`config.mk`:
```
export PLATFORM = sky130hd
export DESIGN_NAME = rc4_mem_init
export DESIGN_NICKNAME = d
export VERILOG_FILES = /design/src/rtl/rc4_init_pkg.sv /design/src/rtl/rc4_init_datagen.sv /design/src/rtl/rc4_mem_init.sv
export SDC_FILE = /design/constraint.sdc
export NUM_CORES = 1
export LEC_CHECK = 0
export BUFFER_PORTS_ARGS = -buffer_cell sky130_fd_sc_hd__clkbuf_2
export CORE_UTILIZATION = 30
export DETAILED_ROUTE_END_ITERATION = 10
export GPL_TIMING_DRIVEN = 1
export HOLD_SLACK_MARGIN = 0.03
export PLACE_DENSITY = 0.61
export RECOVER_POWER = 50
export SETUP_SLACK_MARGIN = 0.5
export SYNTH_ARGS = -nofsm -noshare
export SYNTH_HDL_FRONTEND = slang
export SYNTH_SLANG_ARGS = --single-unit
export TNS_END_PERCENT = 10
```
`constraint.sdc`:
```
create_clock -name clk -period 3.26 [get_ports clk]
set_clock_uncertainty 0.1 [all_clocks]
set_input_delay 0.978 -clock clk [delete_from_list [all_inputs] [get_ports clk]]
set_output_delay 0.978 -clock clk [all_outputs]
set_load 0.01 [all_outputs]
```
`src/rtl/rc4_init_pkg.sv`:
```
// Shared types for the RC4 memory initializer: FSM states and fill-pattern modes.
package rc4_init_pkg;

    typedef enum logic [1:0] {
        IDLE  = 2'b00,
        WRITE = 2'b01,
        DONE  = 2'b10
    } state_e;

    typedef enum logic [1:0] {
        MODE_IDENT = 2'b00,
        MODE_DESC  = 2'b01,
        MODE_CONST = 2'b10
    } mode_e;

    // The unused encoding 2'b11 falls back to identity.
    function automatic mode_e decode_mode(input logic [1:0] m);
        case (m)
            2'b01:   return MODE_DESC;
            2'b10:   return MODE_CONST;
            default: return MODE_IDENT;
        endcase
    endfunction

endpackage

```
`src/rtl/rc4_init_datagen.sv`:
```
// Combinational fill-pattern generator: maps (mode, index, fill value) to write data.
module rc4_init_datagen
    import rc4_init_pkg::*;
#(
    parameter int DATA_W = 8,
    parameter int DEPTH  = 256,
    parameter int CNT_W  = $clog2(DEPTH) + 1
) (
    input  mode_e              mode,
    input  logic [CNT_W-1:0]   i,
    input  logic [DATA_W-1:0]  fill_value,
    output logic [DATA_W-1:0]  data
);

    localparam logic [CNT_W-1:0] LAST = CNT_W'(DEPTH - 1);

    always_comb begin
        data = DATA_W'(i);
        case (mode)
            MODE_DESC:  data = DATA_W'(LAST - i);
            MODE_CONST: data = fill_value;
            default:    data = DATA_W'(i);
        endcase
    end

endmodule

```
`src/rtl/rc4_mem_init.sv`:
```
// Memory initializer: fills DEPTH words of a shared single-port RAM with a
// selectable pattern, stalling on grant and pulsing done after the last write.
module rc4_mem_init
    import rc4_init_pkg::*;
#(
    parameter int ADDR_W = 8,
    parameter int DATA_W = 8,
    parameter int DEPTH  = 256
) (
    input  logic              clk,
    input  logic              reset_n,
    input  logic              start,
    input  logic [1:0]        mode,
    input  logic [DATA_W-1:0] fill_value,
    input  logic              grant,
    input  logic              abort,
    output logic [ADDR_W-1:0] address,
    output logic [DATA_W-1:0] data,
    output logic              wren,
    output logic              busy,
    output logic              done
);

    localparam int               CNT_W = $clog2(DEPTH) + 1;
    localparam logic [CNT_W-1:0] LAST  = CNT_W'(DEPTH - 1);

    state_e              state, state_d;
    logic [CNT_W-1:0]    i, i_d;
    mode_e               mode_q, mode_d;
    logic [DATA_W-1:0]   fill_q, fill_d;
    logic [DATA_W-1:0]   data_d;

    always_comb begin
        state_d = state;
        i_d     = i;
        mode_d  = mode_q;
        fill_d  = fill_q;
        wren    = 1'b0;
        busy    = 1'b0;
        done    = 1'b0;
        case (state)
            IDLE: begin
                if (start) begin
                    state_d = WRITE;
                    i_d     = '0;
                    mode_d  = decode_mode(mode);
                    fill_d  = fill_value;
                end
            end
            WRITE: begin
                busy = 1'b1;
                if (abort) begin
                    state_d = IDLE;
                end else if (grant) begin
                    wren = 1'b1;
                    if (i == LAST) state_d = DONE;
                    else           i_d     = i + 1'b1;
                end
            end
            DONE: begin
                busy    = 1'b1;
                done    = 1'b1;
                state_d = IDLE;
            end
            default: state_d = IDLE;
        endcase
    end

    // Data is generated from the next-cycle index so the registered output
    // lines up with the address of the cycle in which wren is asserted.
    rc4_init_datagen #(
        .DATA_W (DATA_W),
        .DEPTH  (DEPTH),
        .CNT_W  (CNT_W)
    ) u_datagen (
        .mode       (mode_d),
        .i          (i_d),
        .fill_value (fill_d),
        .data       (data_d)
    );

    always_ff @(posedge clk or negedge reset_n) begin
        if (!reset_n) begin
            state  <= IDLE;
            i      <= '0;
            mode_q <= MODE_IDENT;
            fill_q <= '0;
            data   <= '0;
        end else begin
            state  <= state_d;
            i      <= i_d;
            mode_q <= mode_d;
            fill_q <= fill_d;
            data   <= data_d;
        end
    end

    assign address = ADDR_W'(i);

endmodule

```
After elaboration in Yosys (flattened, before gate mapping). Index checks and enable logic that the tools add are counted.

Bits in registers: 29. Latch bits: 0. Bits in writable memories: 0. Memory bits (read-only): 0. Bits of input ports: 15. Logic and storage cells: 41. Memories kept: 0.

Add/sub/neg operators: 2. Multipliers: 0. Divide/modulo/power cells: 0. Magnitude comparators: 0. Equal/unequal tests: 10. Shifts and indexed selects: 0. Mux-type cells: 21. Bitwise gates (word level): 0. Reductions and logical operators: 3.

Operators by type and width (count): $mux W9 (4); $pmux W9 S2 (1); $mux W8 (2); $pmux W8 S2 (1); $mux W2 (6); $add A9 B1 Y9 const B (1); $eq A9 B8 Y1 const B (1); $pmux W2 S2 (2); $sub A8 B8 Y8 const A (1); $eq A2 B1 Y1 const B (3); $eq A2 B2 Y1 const B (3); $ne A3 B3 Y1 const B (2); $mux W1 (5); $reduce_and A3 Y1 (1); $logic_not A2 Y1 (1); $ne A2 B2 Y1 const B (1); $reduce_or A2 Y1 (1).

Longest topological paths before layout. Gate-level depths: netlist of the first run.

Depth after elaboration: 7. Depth in mapped cells: 14.

Hierarchy. From an unflattened synthesis of the first run, not the netlist that was laid out.

Cell total of the unflattened synthesis: 158. Area, all modules: 1591.5 sq um.

By module, submodules not included: rc4_mem_init (times used 1, cells each 120, area each 1370.1 sq um, sequential area each 725.7 sq um); rc4_init_datagen (times used 1, cells each 38, area each 221.5 sq um, sequential area each 0.0 sq um).

Least setup slack after synthesis of the first run. No wires, ideal clock.

Path type: input-to-reg. Start point: in start. End point: reg data[5]. Library setup time: 139 ps. Arrival: 2527 ps. Data required time: 3021 ps. Slack: 495 ps. Cell stages on the path: 11. Cell sequence: nand2_2 buf_6 nand2_1 o21a_1 inv_1 ha_1 buf_1 nand2b_1 o22ai_1 a222oi_1 nand3_1.

Word-level cells in the longest chain between the ends: 4. Elaborated cells on any way between the ends: 10. Those cells by class: add/sub (1); eq/ne (2); mux (7).

Ends and longest elaborated chain: start: declaration (line rc4_mem_init.sv:12) `input logic start,`; $mux W2 (*) (line rc4_mem_init.sv:43) `if (start) begin`; $mux W2 (*) (line rc4_mem_init.sv:41) `case (state)`; via mode_d[1] (line rc4_mem_init.sv:29) `mode_e mode_q, mode_d;`; $eq A2 B2 Y1 / $eq A2 B1 Y1 (equally long branches) (line rc4_init_datagen.sv:19) `case (mode)`; $pmux W8 S2 (*) (line rc4_init_datagen.sv:19); via data_d[5] (line rc4_mem_init.sv:31) `logic [DATA_W-1:0] data_d;`; end signal: assignment (line rc4_mem_init.sv:94) `data <= data_d;`; end: declaration (line rc4_mem_init.sv:18) `output logic [DATA_W-1:0] data,`.

Mark *: on every way through the listed nets, which the timed path passes. The rest lies on a longest branch. A chain may end at the register's enable or synchronous reset.

Worst setup path in the final report of the first run. Ends and elaborated chain as after synthesis.

==> reports/results.ini, run 1 <==
[grt]
met3_usage = 0.0299
grt-ovfl-total = 0
groute.layer.met2.usage = 0.214
grt_pass1_vias = 1357
grt_max_degree = 30
grt_pass1_wl_um = 6590
antenna_found_initial = 0
track_usage = 0.139
met1_usage = 0.190
busiest_layer = met2

[min_path]
hold_depth = 1
hold_start = fill_q[6]$_DFF_PN0_
holdPathEnd = fill_q[6]$_DFF_PN0_
hp-class = reg -> reg

[pwr]
leakage_nw = 0.919
ir_drop_v = 0.000393
power.density_nw_per_um2 = 799
total_power_w = 0.00160

[synth]
netlist_area_um2 = 1780
synthSimpleGateAreaFrac = 0.131
synth.distinct_cells = 50
syn_avg_cell_area_um2 = 10.7
syn_inst = 167
synth-main-ff-cell = dfrtp_1
synthAdderAreaFrac = 0.0421
synth_warnings = 0
synth_top_family_by_area = compound AO/OA/AOI/OAI gates
muxShareOfSynthArea = 0.0674
synth_edf_count = 0
synthArstFlopShare = 1.00
synth_nets = 188
synth_xor_area_frac = 0.00492
synth_compound_area_frac = 0.239
synth_seq_cells = 29
yosysSeqAreaShare = 0.407

[placed_design]
dp_hpwl_um = 2980
gp_congestion = 0.756
port_buffers = 33

[setup_path]
critPathLaunchType = input pin
critPathMaxStageDelay_ns = 0.34
rr_endpoint = data[5]$_DFF_PN0_
rrSetupSlack_ns = 0.72
cp_top_family = simple AND/OR/NAND/NOR gates
critPathArrivalTime_ns = 2.80
critPathBufInv = 2
crit_slowest_cell = a222oi_1
endpoint_kind = flip-flop
worstPathRequired_ns = 3.31
ff2ff_path_depth = 11
worstPathCellList = clkbuf_2 -> nand2_1 -> nand2_1 -> o21a_1 -> inv_1 -> ha_1 -> nand2b_1 -> o22ai_1 -> a222oi_1 -> nand3_1
cp_common_cell = nand2_1
crit_type = in -> reg
r2r_start = state[1]$_DFFE_PN0P_
worstPathMaxFanout = 9

[clock_tree]
root_buffer = clkbuf_8
cts_buffer_depth = 2
cts_tree = built
cts_buffers = 5
htree_levels = 2
clk_pin_slew_ns = 0.06
clock_sinks = 29
clkLatencyLatePin_ns = 0.27

[floorplan]
dieArea_um2 = 6250
die_height_um = 79.1
die_w_um = 79.1
start_util = 0.318
core_area_um2 = 5610
ios = 34
rows = 27

[finish]
antenna_cells = 0
fin_nets = 214
layout-drive-gt1-share = 0.285
syn_to_final_growth_pct = 12.5

[routing]
drt-total-wl_um = 3970
ant_nets = 0
drt_iter0_markers = 65
drt_first_pass_iters = 4
via_per_inst = 5.09
via_count = 1350
drc = 0
wire_per_inst_um = 15.0

[sta]
maxSlewHeadroom = -0.00165
finalSetupTns_ns = 0
final.min_clock_period_ns = 2.76
tightest_slew_ns = 1.50
final_hold_viol_count = 0
fmax_mhz = 363
rsz0062_at_grt = true
slew_violations = 29
setup-violations-final = 0
fin_crit_sh = 0.846

[run]
cap_viol_max_count = 1

[outcome]
status = finished, violations left
failed_checks = max-capacitance violations, max-slew violations

## layout by cell type, fill, tap and decap left out, types with 2 or more instances in the layout
| master | synthesis | layout |
|---|---|---|
| nand4b_1 | 2 | 2 |
| and2_1 | 2 | 2 |
| mux2_2 | 5 | 3 |
| a31oi_1 | 3 | 3 |
| buf_4 | 10 | 3 |
| nor2b_1 | 4 | 4 |
| dfrtp_1 | 29 | 29 |
| inv_1 | 15 | 15 |
| nor2_1 | 2 | 2 |
| o211a_1 | 2 | 2 |
| a311oi_2 | 2 | 2 |
| nand3_1 | 4 | 4 |
| mux2_1 | 1 | 4 |
| ha_1 | 6 | 5 |
| clkbuf_8 | 0 | 6 |
| o21a_1 | 4 | 4 |
| clkbuf_2 | 1 | 30 |
| nand4_1 | 2 | 2 |
| clkbuf_1 | 1 | 5 |
| o22ai_1 | 2 | 2 |
| a221oi_1 | 4 | 4 |
| nand2b_1 | 7 | 7 |
| a221oi_2 | 3 | 3 |
| a21oi_1 | 13 | 13 |
| a32oi_1 | 3 | 3 |
| nand2_1 | 9 | 10 |
| nor3_1 | 3 | 3 |
## worst register-to-register path, cell delays in order, from the launching register on
cell and delay [ns]:
dfrtp_1 0.40, inv_1 0.10, ha_1 0.18, nand2_1 0.24, nand2_1 0.15, o21a_1 0.14, inv_1 0.05, ha_1 0.33
nand2b_1 0.16, o22ai_1 0.10, a222oi_1 0.34, nand3_1 0.11
## flip-flops by register name, indices dropped and copies added, names as in the netlist
signal  count
i           9
data        8
fill_q      8
mode_q      2
state       2
## where the power goes
| group | switching, W | internal, W | total (W) |
|---|---|---|---|
| Clock | 0.000122 | 0.000167 | 0.000288 |
| Sequential | 0.0000749 | 0.000489 | 0.000564 |
| Combinational | 0.000434 | 0.000316 | 0.000750 |
| Total | 0.000630 | 0.000972 | 0.00160 |
## metal layers
layer  wire (um)  share of wire
met4          63          0.016
met5           0              0
met3         177          0.045
met1        1890           0.48
met2        1840           0.46
## synthesized netlist by cell type, types with 3 or more instances
library cell  number  share of area
dfrtp_1           29           0.41
inv_1             15          0.032
a21oi_1           13          0.037
buf_4             10          0.042
nand2_1            9          0.019
nand2b_1           7          0.025
ha_1               6          0.042
mux2_2             5          0.032
a221oi_1           4          0.020
buf_6              4          0.025
nand3_1            4          0.011
nor2b_1            4          0.014
o21a_1             4          0.017
a221oi_2           3          0.025
a31oi_1            3          0.011
a32oi_1            3          0.015
nor3_1             3         0.0084
## worst max-delay path by stage
stage,endpoint,cells past startpoint,startpoint
floorplan,data[5]$_DFF_PN0_,11,start
global placement,data[5]$_DFF_PN0_,10,start
detailed placement,data[5]$_DFF_PN0_,10,start
CTS,wren,4,state[1]$_DFFE_PN0P_
global route,data[5]$_DFF_PN0_,10,start
finish,data[5]$_DFF_PN0_,10,start
## stage by stage
step,setup WS [ns],util,area (um2),instances,hold WS [ns]
6_report,0.502,0.357,2000,265,0.390
5_1_grt,0.318,0.357,2000,265,0.399
4_1_cts,0.513,0.359,2020,265,0.395
3_5_place_dp,0.328,0.344,1930,258,0.381
3_3_place_gp,0.421,0.344,1930,258,0.382
2_1_floorplan,0.592,-,1780,167,0.361
## cell type report
| class | count | area [um2] |
|---|---|---|
| Fill cell | 594 | 3600 |
| Multi-Input combinational cell | 105 | 858 |
| Sequential cell | 29 | 726 |
| Timing Repair Buffer | 37 | 188 |
| Tap cell | 72 | 90.1 |
| Clock buffer | 7 | 86.3 |
| Inverter | 15 | 56.3 |
## timing repair
action,CTS,global route
gates resized for setup,0,1
setup buffers,0,0
hold buffers,0,0
setup endpoints to repair,0,2
## logic make-up (layout without fill, tap and decap cells)
family	after synthesis	in the layout
AOI/OAI and AO/OA	49	49
and+or+nand+nor	40	40
buffers and inverters	33	59
DFF	29	29
muxes	9	9
adders and majority gates	6	6
xor gates and xnor gates	1	1
Note: power is estimated with default switching activity, not from simulation.
==> inputs of run 2 (changes only) <==
--- a/config.mk
+++ b/config.mk
@@ -10,7 +10,7 @@
 export DETAILED_ROUTE_END_ITERATION = 10
 export GPL_TIMING_DRIVEN = 1
 export HOLD_SLACK_MARGIN = 0.03
-export PLACE_DENSITY = 0.61
+export PLACE_DENSITY = 0.62
 export RECOVER_POWER = 50
 export SETUP_SLACK_MARGIN = 0.5
 export SYNTH_ARGS = -nofsm -noshare
==> constraint.sdc (replaced) <==
create_clock -name clk -period 2.39 [get_ports clk]
set_clock_uncertainty 0.1 [all_clocks]
set_input_delay 0.717 -clock clk [delete_from_list [all_inputs] [get_ports clk]]
set_output_delay 0.717 -clock clk [all_outputs]
set_load 0.01 [all_outputs]
==> reports/results.ini, run 2 (synthesis gave the netlist of run 1 again) <==
[setup_path]
critPathLaunchType = flip-flop
worstPathRequired_ns = 2.43
critPathArrivalTime_ns = 2.20
worstPathMaxFanout = 6
crit_type = reg -> reg
endpoint_kind = flip-flop
rrSetupSlack_ns = 0.23

[finish]
largest_reg_flops = 9
fin_cells = 282
fillers = 593
antenna_cells = 0
syn_to_final_growth_pct = 23.0
final_common_cell = clkbuf_2
final_cell_mix = clkbuf_2 (32), dfrtp_1 (29), buf_4 (19)
final_core_util = 0.391
top_regs = i: 9 flops, data: 8 flops, fill_q: 8 flops
regMostFlops = i
layout-drive-gt1-share = 0.395
fin_nets = 231

[routing]
drt_first_pass_iters = 5
drt-total-wl_um = 4140
via_count = 1427
wire_per_inst_um = 14.7
drc = 0
ant_nets = 0
drt_iter0_markers = 163
via_per_inst = 5.06

[floorplan]
ios = 34
die_height_um = 79.1
core_area_um2 = 5610
rows = 27
start_util = 0.318
die_w_um = 79.1
dieArea_um2 = 6250

[pwr]
power.density_nw_per_um2 = 1110
ir_drop_v = 0.000498
leakage_nw = 1.02

[clock_tree]
cts_buffers = 5
root_buffer = clkbuf_8
clock_sinks = 29
cts_buffer_depth = 2
clk_pin_slew_ns = 0.06
clkLatencyLatePin_ns = 0.28
htree_levels = 2
hold_buffers = 0
cts_tree = built

[outcome]
failed_checks = max-capacitance violations, max-slew violations
status = finished, violations left

[placed_design]
dp.cells = 267
gp_congestion = 0.814
dp_hpwl_um = 3020
port_buffers = 33

[grt]
grt-ovfl-total = 0
met3_usage = 0.0287
grt_pass1_wl_um = 6780
grt_pass1_vias = 1375
track_usage = 0.141
groute.layer.met2.usage = 0.223
grt_max_degree = 30
antenna_found_initial = 0
met1_usage = 0.189
busiest_layer = met2

[sta]
slew_violations = 30
maxSlewHeadroom = -0.0360
tightest_slew_ns = 1.55
final.min_clock_period_ns = 2.16
rsz0062_at_grt = true
fin_crit_sh = 0.902
setup-violations-final = 0
final_hold_viol_count = 0
fmax_mhz = 464

[min_path]
hp-class = reg -> reg

[run]
cap_viol_max_count = 1

==> run 2: timing repair <==
item	in CTS	in global routing
buffers inserted	8	0
pin swaps	7	1
gates resized for setup	10	0
setup endpoints to repair	14	16
==> run 2: layout make-up <==
class                   instances  area, um2  share of cell area
repair buffers                 54        318               0.145
clock buffers                   7       86.3              0.0394
multi-input cells             105        915               0.417
inverters                      15       56.3              0.0257
flip-flops and latches         29        726               0.331
well taps                      72       90.1              0.0411
==> run 2: path summary, 6_finish.rpt <==
kind	startpoint	to	depth (start not counted)
setup reg to reg	state[1]$_DFFE_PN0P_	data[5]$_DFF_PN0_	11
setup / recovery	state[1]$_DFFE_PN0P_	data[5]$_DFF_PN0_	11
hold / removal	fill_q[7]$_DFF_PN0_	fill_q[7]$_DFF_PN0_	1
min in group asynchronous	reset_n	state[0]$_DFFE_PN0P_	1
hold reg to reg	fill_q[7]$_DFF_PN0_	fill_q[7]$_DFF_PN0_	1
max in group asynchronous	reset_n	fill_q[6]$_DFF_PN0_	1
==> run 2: critical path: stages, from the launching register on <==
cell	delay (ns)
dfrtp_1	0.39
inv_2	0.10
ha_4	0.15
nand2_4	0.07
nand2_2	0.06
o21a_1	0.15
inv_2	0.06
ha_4	0.28
nand2b_4	0.12
o22ai_1	0.08
a222oi_1	0.33
nand3_1	0.11
==> run 2: metrics by stage <==
stage               hold WS [ns]  total power [W]  TNS, ns  cell area, um2  setup slack, ns
floorplan                  0.321          0.00161        0            1800           0.0399
detailed placement         0.378          0.00193  -0.0120            2010          -0.0120
CTS                        0.392          0.00247        0            2200            0.262
global placement           0.375          0.00192        0            2010           0.0476
global route               0.408          0.00261        0            2190            0.102
finish                     0.391          0.00244        0            2190            0.234
==> run 2: where the power goes <==
| group | internal (W) | leakage, nW | switching, W |
|---|---|---|---|
| sequential | 0.000667 | 0.372 | 0.0000758 |
| clock | 0.000228 | 0.0443 | 0.000178 |
| combinational | 0.000608 | 0.603 | 0.000682 |
| total | 0.00150 | 1.02 | 0.000935 |
==> run 2: metal layers <==
layer  share of wire  routed length [um]
met3           0.033                 137
met1            0.47                1940
met4           0.014                  57
met5               0                   0
met2            0.48                2010
==> inputs of run 3 (changes only) <==
==> constraint.sdc (replaced) <==
create_clock -name clk -period 1.84 [get_ports clk]
set_clock_uncertainty 0.1 [all_clocks]
set_input_delay 0.552 -clock clk [delete_from_list [all_inputs] [get_ports clk]]
set_output_delay 0.552 -clock clk [all_outputs]
set_load 0.01 [all_outputs]
==> reports/results.ini, run 3 (synthesis gave the netlist of run 1 again) <==
[clock_tree]
clk_pin_slew_ns = 0.06
cts_buffer_depth = 2
clock_sinks = 29
clkLatencyLatePin_ns = 0.28
cts_tree = built
cts_buffers = 5
htree_levels = 2
root_buffer = clkbuf_8

[routing]
wl_met1_um = 2090
drt_first_pass_iters = 4
routed.top_layer = met4
route.met3.wl_um = 119
drc = 0
drt_iter0_markers = 75
wire_per_inst_um = 14.3
ant_nets = 0
via_count = 1499
via_per_inst = 4.87
wl_met2_um = 2120
drt-total-wl_um = 4400

[grt]
grt_pass1_wl_um = 7110
grt_pass1_vias = 1482
grt_max_degree = 18
antenna_found_initial = 0
track_usage = 0.150
grt-ovfl-total = 0

[finish]
antenna_cells = 0
fin_nets = 257
multiInputGateArea_um2 = 1060
top_regs = i: 9 flops, data: 8 flops, fill_q: 8 flops
final_common_cell = buf_4
regMostFlops = i
final_cell_mix = buf_4 (36), dfrtp_1 (27), clkbuf_2 (16)
ff_latch_area_um2 = 728
fin_cells = 308
largest_reg_flops = 9
fillers = 538
layout-drive-gt1-share = 0.559
postLayoutCellArea_um2 = 2620
syn_to_final_growth_pct = 47.1

[outcome]
failed_checks = negative setup slack
status = finished, violations left

[sta]
maxSlewHeadroom = 0.497
holdWs_ns = 0.171
fmax_mhz = 459
final_hold_viol_count = 0
finalSetupTns_ns = -2.37
fin_crit_sh = 1.18
final.min_clock_period_ns = 2.18
setup-violations-final = 15
rsz0062_at_grt = true
setup_slack_ns = -0.337
slew_violations = 0
tightest_slew_ns = 0.753

[placed_design]
gp_congestion = 0.849
placed_area_um2 = 2230
port_buffers = 33
dp.cells = 294
place_ws_ns = -0.382
dp_hpwl_um = 3330

[pwr]
power.density_nw_per_um2 = 1390
ir_drop_v = 0.000727
leakage_nw = 1.23

[floorplan]
start_util = 0.318
core_area_um2 = 5610
rows = 27
die_w_um = 79.1
die_height_um = 79.1
dieArea_um2 = 6250
ios = 34

[setup_path]
critPathArrivalTime_ns = 1.52
ff2ff_path_depth = 11
worstPathMaxFanout = 4
worstPathRequired_ns = 1.19
rrSetupSlack_ns = -0.25
endpoint_kind = output port
r2r_start = state[1]$_DFFE_PN0P_
critPathMaxStageDelay_ns = 0.36
cp_common_cell = buf_6
rr_endpoint = data[1]$_DFF_PN0_
crit_slowest_cell = dfrtp_1
critPathLaunchType = flip-flop
crit_type = reg -> out
worstPathCellList = inv_2 -> buf_4 -> buf_6 -> ha_4 -> and3b_2 -> buf_6 -> buf_6

[min_path]
hp-class = in -> async

[run]
cap_viol_max_count = 0

## run 3: cell count changes in the layout (fill, tap and decap cells not counted), sizes merged
| cell | delta |
|---|---|
| dlymetal6s2s | +1 |
| clkbuf | -18 |
| buf | +43 |
## run 3: worst max path at each step
stage | start | to | slack (ns) | cells after the start
4_1_cts | state[0]$_DFFE_PN0P_ | data[5]$_DFF_PN0_ | -0.25 | 11
3_5_place_dp | start | data[5]$_DFF_PN0_ | -0.38 | 10
6_report | state[1]$_DFFE_PN0P_ | wren | -0.34 | 7
5_1_grt | state[0]$_DFFE_PN0P_ | data[5]$_DFF_PN0_ | -0.42 | 11
3_3_place_gp | start | data[5]$_DFF_PN0_ | -0.32 | 10
2_1_floorplan | state[1]$_DFFE_PN0P_ | data[5]$_DFF_PN0_ | -0.51 | 14
## run 3: repair_timing
item / in CTS / in global routing
resized for setup: 31 / 40
buffers inserted: 3 / 4
setup endpoints to repair: 47 / 48
pin swaps: 18 / 9
hold buffers: 0 / 0
## run 3: worst max-delay path: cells and delay by family (launching register included)
family / cells / cell delay, ns
adders and majority gates: 1 / 0.16
buffers and inverters: 5 / 0.52
and+or+nand+nor: 1 / 0.22
DFF: 1 / 0.36
## run 3: layout make-up
type                            instances  area share
Tap cell                               72      0.0344
Clock buffer                            7      0.0329
Multi-Input combinational cell        105       0.404
Inverter                               15      0.0215
Timing Repair Buffer                   80       0.229
Sequential cell                        29       0.278
## run 3: through the flow
| stage | utilization | total power, W |
|---|---|---|
| 2_1_floorplan | - | 0.00209 |
| 3_3_place_gp | 0.397 | 0.00270 |
| 3_5_place_dp | 0.397 | 0.00272 |
| 4_1_cts | 0.441 | 0.00350 |
| 5_1_grt | 0.467 | 0.00389 |
| 6_report | 0.467 | 0.00365 |
## run 3: report_power, final
group	internal [W]	switching (W)
registers	0.000870	0.0000896
logic	0.00114	0.00104
clock network	0.000296	0.000220
## run 3: per-layer routing
layer | track usage | vias up
met5 | 0 | -
met4 | 0.0545 | 0
met3 | 0.0333 | 6
met2 | 0.245 | 26
met1 | 0.193 | 727
li1 | - | 740
